## src/rtl/axi_burst_master.sv

```systemverilog
// AXI-style burst master: independent read and write engines turning one-cycle
// user requests into full VALID/READY handshake sequences with beat counting.
//
// state  | meaning
// R_IDLE | read engine waiting for rd_req
// R_ADDR | ARVALID up, holding AR fields until ARREADY
// R_DATA | RREADY up, accepting beats until RLAST
// W_IDLE | write engine waiting for wr_req
// W_ADDR | AWVALID up, holding AW fields until AWREADY
// W_DATA | WVALID up, streaming wr_data until the len-th beat
// W_RESP | BREADY up, waiting for BVALID
module axi_burst_master #(
  parameter int ADDR_W = 8,
  parameter int DATA_W = 8,
  parameter int ID_W   = 4,
  parameter int LEN_W  = 4,
  parameter int RESP_W = 2
) (
  input  logic              clk,
  input  logic              rst_n,
  input  logic              rd_req,
  input  logic [ADDR_W-1:0] rd_addr,
  input  logic [LEN_W-1:0]  rd_len,
  input  logic [ID_W-1:0]   rd_id,
  output logic              rd_busy,
  output logic              rd_valid,
  output logic [DATA_W-1:0] rd_data,
  output logic              rd_last,
  output logic              rd_done,
  output logic [RESP_W-1:0] rd_resp,
  output logic              rd_len_err,
  input  logic              wr_req,
  input  logic [ADDR_W-1:0] wr_addr,
  input  logic [LEN_W-1:0]  wr_len,
  input  logic [ID_W-1:0]   wr_id,
  input  logic [DATA_W-1:0] wr_data,
  output logic              wr_pop,
  output logic              wr_busy,
  output logic              wr_done,
  output logic [RESP_W-1:0] wr_resp,
  output logic              ARVALID,
  output logic [ADDR_W-1:0] ARADDR,
  output logic [LEN_W-1:0]  ARLEN,
  output logic [ID_W-1:0]   ARID,
  input  logic              ARREADY,
  input  logic              RVALID,
  input  logic [DATA_W-1:0] RDATA,
  input  logic [RESP_W-1:0] RRESP,
  input  logic              RLAST,
  output logic              RREADY,
  output logic              AWVALID,
  output logic [ADDR_W-1:0] AWADDR,
  output logic [LEN_W-1:0]  AWLEN,
  output logic [ID_W-1:0]   AWID,
  input  logic              AWREADY,
  output logic              WVALID,
  output logic [DATA_W-1:0] WDATA,
  output logic              WLAST,
  input  logic              WREADY,
  input  logic              BVALID,
  input  logic [RESP_W-1:0] BRESP,
  output logic              BREADY
);

  typedef enum logic [1:0] {R_IDLE, R_ADDR, R_DATA} r_state_t;
  typedef enum logic [1:0] {W_IDLE, W_ADDR, W_DATA, W_RESP} w_state_t;

  localparam logic [LEN_W:0] R_CNT_MAX = {1'b1, {LEN_W{1'b0}}};

  r_state_t          r_state_q, r_state_d;
  w_state_t          w_state_q, w_state_d;
  logic [LEN_W:0]    r_cnt_q, r_cnt_inc, r_exp_beats;
  logic [RESP_W-1:0] r_acc_q, r_acc_next;
  logic [LEN_W-1:0]  w_cnt_q;
  logic              r_beat, w_beat, w_last_beat;

  assign r_beat      = RVALID && RREADY;
  assign w_beat      = WVALID && WREADY;
  assign w_last_beat = w_beat && (w_cnt_q == AWLEN);

  // Write data path is combinational so the user can stream a FIFO head directly.
  assign WDATA  = WVALID ? wr_data : '0;
  assign WLAST  = WVALID && (w_cnt_q == AWLEN);
  assign wr_pop = w_beat;

  always_comb begin
    r_cnt_inc   = (r_cnt_q == R_CNT_MAX) ? r_cnt_q : r_cnt_q + 1'b1;
    r_acc_next  = (RRESP > r_acc_q) ? RRESP : r_acc_q;
    r_exp_beats = {1'b0, ARLEN} + {{LEN_W{1'b0}}, 1'b1};
  end

  always_comb begin
    r_state_d = r_state_q;
    case (r_state_q)
      R_IDLE:  if (rd_req) r_state_d = R_ADDR;
      R_ADDR:  if (ARREADY) r_state_d = R_DATA;
      R_DATA:  if (r_beat && RLAST) r_state_d = R_IDLE;
      default: r_state_d = R_IDLE;
    endcase
  end

  always_comb begin
    w_state_d = w_state_q;
    case (w_state_q)
      W_IDLE:  if (wr_req) w_state_d = W_ADDR;
      W_ADDR:  if (AWREADY) w_state_d = W_DATA;
      W_DATA:  if (w_last_beat) w_state_d = W_RESP;
      W_RESP:  if (BVALID) w_state_d = W_IDLE;
      default: w_state_d = W_IDLE;
    endcase
  end

  always_ff @(posedge clk or negedge rst_n) begin
    if (!rst_n) begin
      r_state_q  <= R_IDLE;
      ARVALID    <= 1'b0;
      ARADDR     <= '0;
      ARLEN      <= '0;
      ARID       <= '0;
      RREADY     <= 1'b0;
      rd_busy    <= 1'b0;
      rd_valid   <= 1'b0;
      rd_data    <= '0;
      rd_last    <= 1'b0;
      rd_done    <= 1'b0;
      rd_resp    <= '0;
      rd_len_err <= 1'b0;
      r_cnt_q    <= '0;
      r_acc_q    <= '0;
    end else begin
      r_state_q <= r_state_d;
      ARVALID   <= (r_state_d == R_ADDR);
      RREADY    <= (r_state_d == R_DATA);
      rd_busy   <= (r_state_d != R_IDLE);
      rd_valid  <= r_beat;
      rd_last   <= r_beat && RLAST;
      rd_done   <= r_beat && RLAST;
      if (r_state_q == R_IDLE && rd_req) begin
        ARADDR  <= rd_addr;
        ARLEN   <= rd_len;
        ARID    <= rd_id;
        r_cnt_q <= '0;
        r_acc_q <= '0;
      end
      if (r_beat) begin
        rd_data <= RDATA;
        r_cnt_q <= r_cnt_inc;
        r_acc_q <= r_acc_next;
        if (RLAST) begin
          rd_resp    <= r_acc_next;
          rd_len_err <= (r_cnt_inc != r_exp_beats);
        end
      end
    end
  end

  always_ff @(posedge clk or negedge rst_n) begin
    if (!rst_n) begin
      w_state_q <= W_IDLE;
      AWVALID   <= 1'b0;
      AWADDR    <= '0;
      AWLEN     <= '0;
      AWID      <= '0;
      WVALID    <= 1'b0;
      BREADY    <= 1'b0;
      wr_busy   <= 1'b0;
      wr_done   <= 1'b0;
      wr_resp   <= '0;
      w_cnt_q   <= '0;
    end else begin
      w_state_q <= w_state_d;
      AWVALID   <= (w_state_d == W_ADDR);
      WVALID    <= (w_state_d == W_DATA);
      BREADY    <= (w_state_d == W_RESP);
      wr_busy   <= (w_state_d != W_IDLE);
      wr_done   <= (w_state_q == W_RESP) && BVALID;
      if (w_state_q == W_RESP && BVALID) wr_resp <= BRESP;
      if (w_state_q == W_IDLE && wr_req) begin
        AWADDR  <= wr_addr;
        AWLEN   <= wr_len;
        AWID    <= wr_id;
        w_cnt_q <= '0;
      end
      if (w_beat) w_cnt_q <= w_cnt_q + 1'b1;
    end
  end

endmodule

```

## config.mk

```make
export PLATFORM = sky130hd
export DESIGN_NAME = axi_burst_master
export DESIGN_NICKNAME = d
export VERILOG_FILES = /design/src/rtl/axi_burst_master.sv
export SDC_FILE = /design/constraint.sdc
export NUM_CORES = 1
export LEC_CHECK = 0
export ABC_AREA = 1
export BUFFER_PORTS_ARGS = -buffer_cell sky130_fd_sc_hd__buf_2
export CORE_MARGIN = 2
export CORE_UTILIZATION = 40
export CTS_CLUSTER_SIZE = 10
export DETAILED_ROUTE_END_ITERATION = 16
export PLACE_DENSITY = 0.78
export SLEW_MARGIN = 20
export SYNTH_ARGS = -nofsm -noshare
export SYNTH_HDL_FRONTEND = slang
export SYNTH_SLANG_ARGS = --single-unit
```

## constraint.sdc

```tcl
create_clock -name clk -period 1.71 [get_ports clk]
set_input_delay 0.171 -clock clk [delete_from_list [all_inputs] [get_ports clk]]
set_output_delay 0.171 -clock clk [all_outputs]
set_load 0.01 [all_outputs]
```

# Word level (Yosys, flattened, before mapping)
# Cells that the tools add are included.
# classes
reduce_logical	15
n_addsub	3
n_eq_ne	13
n_lt_le_gt_ge	1
muxes	18
# op_table
operator	count
$mux W2	10
$mux W5	3
$eq A2 B2 Y1 const B	6
$eq A2 B1 Y1 const B	4
$logic_and A1 B1 Y1	8
$mux W4	2
$mux W8	1
$pmux W2 S4	1
$reduce_bool A2 Y1	4
$pmux W2 S3	1
$add A4 B1 Y5 const B	1
$add A5 B1 Y5 const B	1
$eq A5 B5 Y1 const B	1
$ne A5 B5 Y1	1
$add A4 B1 Y4 const B	1
$eq A4 B4 Y1	1
$logic_not A2 Y1	2
$gt A2 B2 Y1	1
$reduce_and A2 Y1	1
# totals
out_inout_bits	66
wordCells	75
reg_bits	70

# Logic depth before layout (Yosys ltp)
# Gate-level depths: netlist of the first run.
# logic_depth
ltp_word	5
depth_mapped	12
mapped_depth_nobuf	12

# Worst setup path before layout of the first run
# Ideal clock, no wire load.
# synth_timing
path_kind	flip-flop to flip-flop
from	register r_cnt_q[0]
to	register rd_len_err
stages_incl_launch_ff	10
path_buffers	0
arrival_time_ns	1.284
required_time_ns	1.594
setup_time_ns	0.116
period_less_slack_ns	1.400
slack_ns	0.310
cell_sequence	dfrtp_1 -> inv_1 -> ha_1 -> xor2_1 -> nor2_1 -> nand2_1 -> nor2_1 -> nand2_1 -> nor2_1 -> nor2_1
# synth_between
elab_chain_cells	3
word_cells_on_any_way	4
classes_between	add/sub: 1; eq/ne: 2; mux: 1
# synth_lines
item	line_no	text
from (decl)	72	logic [LEN_W:0] r_cnt_q, r_cnt_inc, r_exp_beats;
from (signal assigned)	147	r_cnt_q <= r_cnt_inc;
$add A5 B1 Y5 / $eq A5 B5 Y1 (equally long branches)	87	r_cnt_inc = (r_cnt_q == R_CNT_MAX) ? r_cnt_q : r_cnt_q + 1'b1;
$mux W5 (*)	87	
$ne A5 B5 Y1 (*)	151	rd_len_err <= (r_cnt_inc != r_exp_beats);
to (signal assigned)	151	
to (decl)	31	output logic rd_len_err,
# Mark *: on every way between the ends. The rest lies on a longest branch, timed or not.
# A chain may end at the register's enable or synchronous reset.

# Worst setup path in the final report of the first run
# layout_timing
from	register w_cnt_q[1]
to	output WLAST
# layout_between
elab_chain_cells	2
# layout_lines
item	line_no	text
from (decl)	74	logic [LEN_W-1:0] w_cnt_q;
from (signal assigned)	184	if (w_beat) w_cnt_q <= w_cnt_q + 1'b1;
$eq A4 B4 Y1	83	assign WLAST = WVALID && (w_cnt_q == AWLEN);
$logic_and A1 B1 Y1	83	
to (decl)	58	output logic WLAST,
# No other way between the ends.

==> results of run 1 <==
## cell usage after synthesis (all sizes together) (5+ instances only)
library cell	instances
nand3	13
nor2	21
buf	9
inv	42
nand2	122
o21ai	15
mux2	16
o22ai	5
dfrtp	70
nand4	8
ha	7
xor2	7
## sequential cells by signal, summed over array words and instances (netlist names), 4 cells and up
name     flops
ARADDR       8
ARID         4
ARLEN        4
AWADDR       8
AWID         4
AWLEN        4
r_cnt_q      5
rd_data      8
w_cnt_q      4
## power by group
part	switching, W	leakage [nW]	internal, W	total [W]
logic	0.00158	1.48	0.00132	0.00290
registers	0.000503	0.871	0.00236	0.00287
clock network	0.000566	0.0773	0.000516	0.00108
## metrics by stage
stage          setup WS (ns)  power [W]  util [%]  instances  hold slack, ns
2_1_floorplan          0.310    0.00474         -        344          -0.125
4_1_cts               0.0591    0.00691      52.8        583          0.0103
6_report               0.116    0.00685      52.9        584          0.0251
3_5_place_dp           0.180    0.00580      50.8        567           0.231
5_1_grt               0.0146    0.00741      52.9        584          0.0144
3_3_place_gp           0.235    0.00568      50.8        567           0.226
## timing repair
| action | in CTS | in global routing |
|---|---|---|
| buffers inserted | 0 | 1 |
| resized for setup | 0 | 1 |
| hold buffers | 1 | 0 |
| endpoints found under the hold margin | 70 | 0 |
| endpoints found under the setup margin | 0 | 2 |
## routing by layer
| metal | routed length, um | track usage [%] | vias to the layer above |
|---|---|---|---|
| met5 | 0 | 0 | - |
| li1 | - | - | 1342 |
| met1 | 3000 | 18.7 | 1243 |
| met4 | 82 | 4.23 | 0 |
| met3 | 502 | 6.18 | 12 |
| met2 | 3440 | 29.1 | 104 |
## layout make-up
| cell class | count | area (sq um) | area share (%) |
|---|---|---|---|
| well taps | 102 | 128 | 3.11 |
| multi-input cells | 222 | 1230 | 29.9 |
| flip-flops and latches | 70 | 1750 | 42.6 |
| inverters | 42 | 158 | 3.84 |
| repair buffers | 133 | 696 | 16.9 |
| clock inverters | 2 | 10.0 | 0.244 |
| clock buffers | 13 | 139 | 3.38 |
## cells by family after synthesis
| group | after synthesis |
|---|---|
| simple gates | 171 |
| flops | 70 |
| buf+inv | 52 |
| compound gates | 21 |
| mux | 16 |
| xor+xnor | 7 |
| fa+ha+maj | 7 |
## worst reg2reg max path, delay by kind of cell, from the launching register on
kind | cells | cell delay, ns
adders and majority gates | 1 | 0.21
buffers and inverters | 3 | 0.20
and+or+nand+nor | 8 | 0.56
DFF | 1 | 0.41
## cell usage in the layout, fill, tap and decap left out
cell type | synthesis | routed
nand2_2 | 4 | 4
mux2_2 | 2 | 2
nand3_1 | 13 | 13
clkbuf_8 | 0 | 9
dlygate4sd3_1 | 0 | 1
nand3b_1 | 2 | 2
inv_1 | 39 | 39
a21oi_1 | 1 | 1
nand2_4 | 1 | 1
buf_2 | 2 | 127
nand4_1 | 8 | 8
buf_4 | 3 | 4
mux2_4 | 14 | 14
dfrtp_2 | 0 | 1
o22ai_1 | 5 | 5
buf_12 | 1 | 1
nor2_1 | 19 | 19
and3_1 | 1 | 1
nor3_2 | 1 | 1
nor2_4 | 2 | 2
nand2_1 | 117 | 117
ha_1 | 7 | 7
inv_2 | 3 | 3
o21ai_1 | 2 | 2
clkbuf_1 | 1 | 4
dfrtp_1 | 70 | 69
or2_2 | 2 | 2
or2_1 | 1 | 1
clkinv_2 | 0 | 2
o21ai_0 | 13 | 13
xor2_1 | 7 | 7
## final timing paths
kind	start	endpoint	slack (ns)
worst max register to register	r_cnt_q[0]	rd_len_err	0.22
worst min-delay path	RDATA[4]	rd_data[4]	0.03
max in group asynchronous	rst_n	r_cnt_q[0]	1.02
worst max-delay path	w_cnt_q[1]	WLAST	0.12
min in group asynchronous	rst_n	ARID[2]	0.39
worst min register to register	ARID[1]	ARID[1]	0.47
==> qor.yml, run 1 <==
yosysWarnings: 0
globalRouteOverflowTotal: 0
die_y_um: 93.7
cp_slowest_cell: "dfrtp_1"
synth_top_family_by_area: "simple AND/OR/NAND/NOR gates"
first_pass_iters: 5
vias: 2701
endpoint_kind: "output pin"
die_w_um: 93.7
start_util_pct: 41.4
fp.dieArea_sq_um: 8780
cp.depth: 4
nFillCells: 735
cts_buffers: 9
drv_slew: 0
clkSinkCount: 70
worst_slew_pin_slew_ns: 0.480
synth-xor-area-share_pct: 1.90
grt.total_usage_pct: 16.5
clock.fmax_ghz: 0.627
drt_iter0_markers: 88
fin_crit_sh_pct: 93.2
path_cells: "xor2_1, nor2_1, and3_1, buf_2"
synthesis.area_sq_um: 3220
syn_nets: 413
synthSimpleGateAreaFrac_pct: 22.8
max-slew-margin-rel_pct: 67.9
arrival_ns: 1.42
hold_depth: 3
path_buf_inv: 1
synth-async-reset-ratio_pct: 100
dp_hpwl_um: 5150
via_per_inst: 4.63
synthAdderAreaFrac_pct: 2.72
grt_pass1_wl_um: 11400
area_growth_pct: 27.7
syn_avg_cell_area_sq_um: 9.36
ios: 128
design_area_sq_um: 4110
grt_pass1_vias: 2670
ant_nets: 0
routed_wl_um: 7020
core_area_sq_um: 7770
peakVddDrop_mv: 0.724
critical_path_peak_fanout: 4
clock_path_buffers: 2
gp_congestion: 0.837
synth_ff_type: "dfrtp_1"
cp_slowest_stage_delay_ns: 0.42
leakage_nw: 2.42
fp-row-count: 32
reg2reg_depth: 12
synth_area_leaders: "dfrtp_1 (54%), nand2_1 (14%), mux2_4 (6.5%)"
power_per_cell_area_nw_per_um2: 1670
min_period_ns: 1.59
post_dp_cell_area_sq_um: 3940
max_cap_viol_count: 0
drcViolationCount: 0
ys_seq_area_share_pct: 54.4
rsz0062_at_grt: "no"
yosys.area.top_type: "dfrtp_1"
synth_top_area_share_pct: 54.4
synthCells: 344
io_buffers: 127
finalSetupTns_ns: 0
ys_seq_elements: 70
ys_types: 29
synth-edff-count: 0
critPathTopFamily: "flip-flops"
cts_tree: "done"
run_status: "finished clean"
synth_compound_gate_area_share_pct: 3.46
hold_path.class: "input port to register"
worstSetupPathType: "register to output pin"
synthMuxAreaShare_pct: 7.23
fin_nets: 547
finClkSkew_ns: 0.00622
htreeDepth: 3
drive_gt1_share_pct: 35.9
cts_root_buf: "clkbuf_8"
post_drt_wl_per_cell_um: 12.0
antenna_found_initial: 0
clock_latency_ns: 0.34
grt_max_degree: 71
required_ns: 1.54
worstSetupStartpointType: "register"
hold_viol_final: 0
n_antenna_cell: 0
setup_violations: 0
clkTransAtPathRegs_ns: 0.07
Power figures use the tool's default switching activity.
==> run 2: changes to the inputs <==
--- a/config.mk
+++ b/config.mk
@@ -8,10 +8,10 @@
 export ABC_AREA = 1
 export BUFFER_PORTS_ARGS = -buffer_cell sky130_fd_sc_hd__buf_2
 export CORE_MARGIN = 2
-export CORE_UTILIZATION = 40
+export CORE_UTILIZATION = 45
 export CTS_CLUSTER_SIZE = 10
 export DETAILED_ROUTE_END_ITERATION = 16
-export PLACE_DENSITY = 0.78
+export PLACE_DENSITY = 0.85
 export SLEW_MARGIN = 20
 export SYNTH_ARGS = -nofsm -noshare
 export SYNTH_HDL_FRONTEND = slang
==> qor.yml, run 2 (synthesis results as in run 1) <==
dp_hpwl_um: 5270  # +2.4%
grt.total_usage_pct: 18.0  # +1.5 points
gp_congestion: 0.850  # +1.6%
drive_gt1_share_pct: 36.4  # +0.49 points
htreeDepth: 3  # unchanged
start_util_pct: 46.9  # +5.4 points
p_sw_w: 0.00264  # -0.26%
io_buffers: 127  # unchanged
globalRouteOverflowTotal: 0  # unchanged
finalPower_w: 0.00701  # +2.3%
max-slew-margin-rel_pct: 59.8  # -8.1 points
worstSetupStartpointType: "register"
fp.dieArea_sq_um: 7850  # -11%
path_cells: "xor2_1, nor2_1, and3_1, buf_2"
p_sw_share_pct: 37.7  # -0.96 points
reg.largest.list: "ARADDR (8), AWADDR (8), rd_data (8)"
post_cts_buffers: 0  # unchanged
p_int_w: 0.00436  # +3.9%
leakage_nw: 2.44  # +0.70%
grt_max_degree: 26  # -63%
required_ns: 1.54  # about the same
final_common_cell: "buf_2"
critPathTopFamily: "flip-flops"
max_cap_viol_count: 0  # unchanged
vias: 2741  # +1.5%
routed_wl_um: 6840  # -2.7%
power_per_cell_area_nw_per_um2: 1690  # +1.4%
run_status: "finished clean"
clkSinkCount: 70  # unchanged
arrival_ns: 1.42  # about the same
finalSetupTns_ns: 0  # unchanged
hold_viol_final: 0  # unchanged
worstSetupPathType: "register to output pin"
critical_path_peak_fanout: 5  # +1
design_area_sq_um: 4150  # +0.91%
first_pass_iters: 4  # -1
clock.fmax_ghz: 0.630  # +0.47%
post_drt_wl_per_cell_um: 11.8  # -1.5%
n_antenna_cell: 0  # unchanged
nFillCells: 605  # -18%
path_buf_inv: 1  # unchanged
p_seq_share_pct: 41.0  # -0.8 points
clock_path_buffers: 2  # unchanged
post_dp_cell_area_sq_um: 3950  # +0.13%
fin_crit_sh_pct: 92.8  # -0.44 points
grt_pass1_wl_um: 10900  # -3.9%
cts_root_buf: "clkbuf_8"
peakVddDrop_mv: 0.754  # +4.2%
cts_tree: "done"
grt_pass1_vias: 2586  # -3.1%
antenna_found_initial: 0  # unchanged
cp_slowest_stage_delay_ns: 0.43  # about the same
ios: 128  # unchanged
ant_nets: 0  # unchanged
fin_nets: 546  # -0.18%
power_frac_comb_pct: 40.7  # -1.7 points
finClkSkew_ns: 0.00891  # +0.00269 ns
die_y_um: 88.6  # -5.5%
core_area_sq_um: 6870  # -12%
drt_iter0_markers: 101  # +15%
final_cell_mix: "buf_2 (127), nand2_1 (117), dfrtp_1 (69)"
worst_slew_pin_slew_ns: 0.603  # +0.123 ns
cp_slowest_cell: "dfrtp_1"
via_per_inst: 4.75  # +2.7%
die_w_um: 88.6  # -5.5%
min_period_ns: 1.59  # -0.00752 ns
drcViolationCount: 0  # unchanged
clock_latency_ns: 0.33  # about the same
hold_path.class: "input port to register"
clkTransAtPathRegs_ns: 0.07  # about the same
endpoint_kind: "output pin"
clkPwrFrac_pct: 18.3  # +2.5 points
area_growth_pct: 28.8
fp-row-count: 30  # -6.3%
cts_buffers: 9  # unchanged
drv_slew: 0  # unchanged
setup_violations: 0  # unchanged
rsz0062_at_grt: "no"
==> run 2: per-stage QoR <==
step	std cells	setup WS [ns]	utilization (%)	hold WS (ns)
floorplan	344	0.310	-	-0.125
global route	577	0.0556	60.4	0.0238
CTS	577	0.107	60.4	0.0137
global placement	561	0.247	57.5	0.203
finish	577	0.124	60.4	0.0321
detailed placement	561	0.192	57.5	0.211
==> run 2: final timing paths <==
path	startpoint	to	slack (ns)	cells past startpoint
max	w_cnt_q[0]	WLAST	0.12	4
min	RDATA[0]	rd_data[0]	0.03	3
max reg2reg	r_cnt_q[0]	rd_len_err	0.22	11
min reg2reg	ARID[2]	ARID[2]	0.47	2
max in group asynchronous	rst_n	rd_data[2]	0.79	3
min in group asynchronous	rst_n	ARID[2]	0.37	2
==> run 2: timing repair <==
| action | 4_1_cts | 5_1_grt |
|---|---|---|
| resized for setup | 0 | 1 |
| endpoints found under the setup margin | 0 | 1 |
| hold buffers | 1 | 0 |
| endpoints found under the hold margin | 23 | 0 |
==> run 2: layer usage <==
| metal | GRT usage, % | part of all wire [%] | vias up |
|---|---|---|---|
| met3 | 4.57 | 7.2 | 12 |
| met2 | 30.8 | 50 | 110 |
| li1 | - | - | 1337 |
| met4 | 8.26 | 1.8 | 0 |
| met1 | 21.3 | 41 | 1282 |
| met5 | 0 | 0 | - |
==> run 2: cell type report <==
type                            instances  area, sq um  area share [%]
Tap cell                               96          120            2.90
Sequential cell                        70         1750            42.3
Clock buffer                           11          141            3.41
Inverter                               42          158            3.80
Clock inverter                          4         47.5            1.15
Timing Repair Buffer                  132          701            16.9
Multi-Input combinational cell        222         1230            29.6
==> run 2: worst reg2reg max path, stage by stage, from the launching register on <==
cell and delay (ns):
dfrtp_2 0.44, ha_1 0.26, nand2_1 0.10, inv_1 0.05, nor2_1 0.09, nand2_1 0.08
nand2_1 0.06, nand2_1 0.05, nor2_1 0.08, nand2_1 0.06, nor2_1 0.08, nor2_1 0.04
==> run 2: power by group through the flow <==
stage | sequential, W | clock [W] | combinational, W
after floorplan | 0.00311 | 0 | 0.00163
after global placement | 0.00286 | 0 | 0.00279
after detailed placement | 0.00289 | 0 | 0.00289
after CTS | 0.00287 | 0.00132 | 0.00289
after global routing | 0.00299 | 0.00137 | 0.00318
final | 0.00287 | 0.00128 | 0.00285
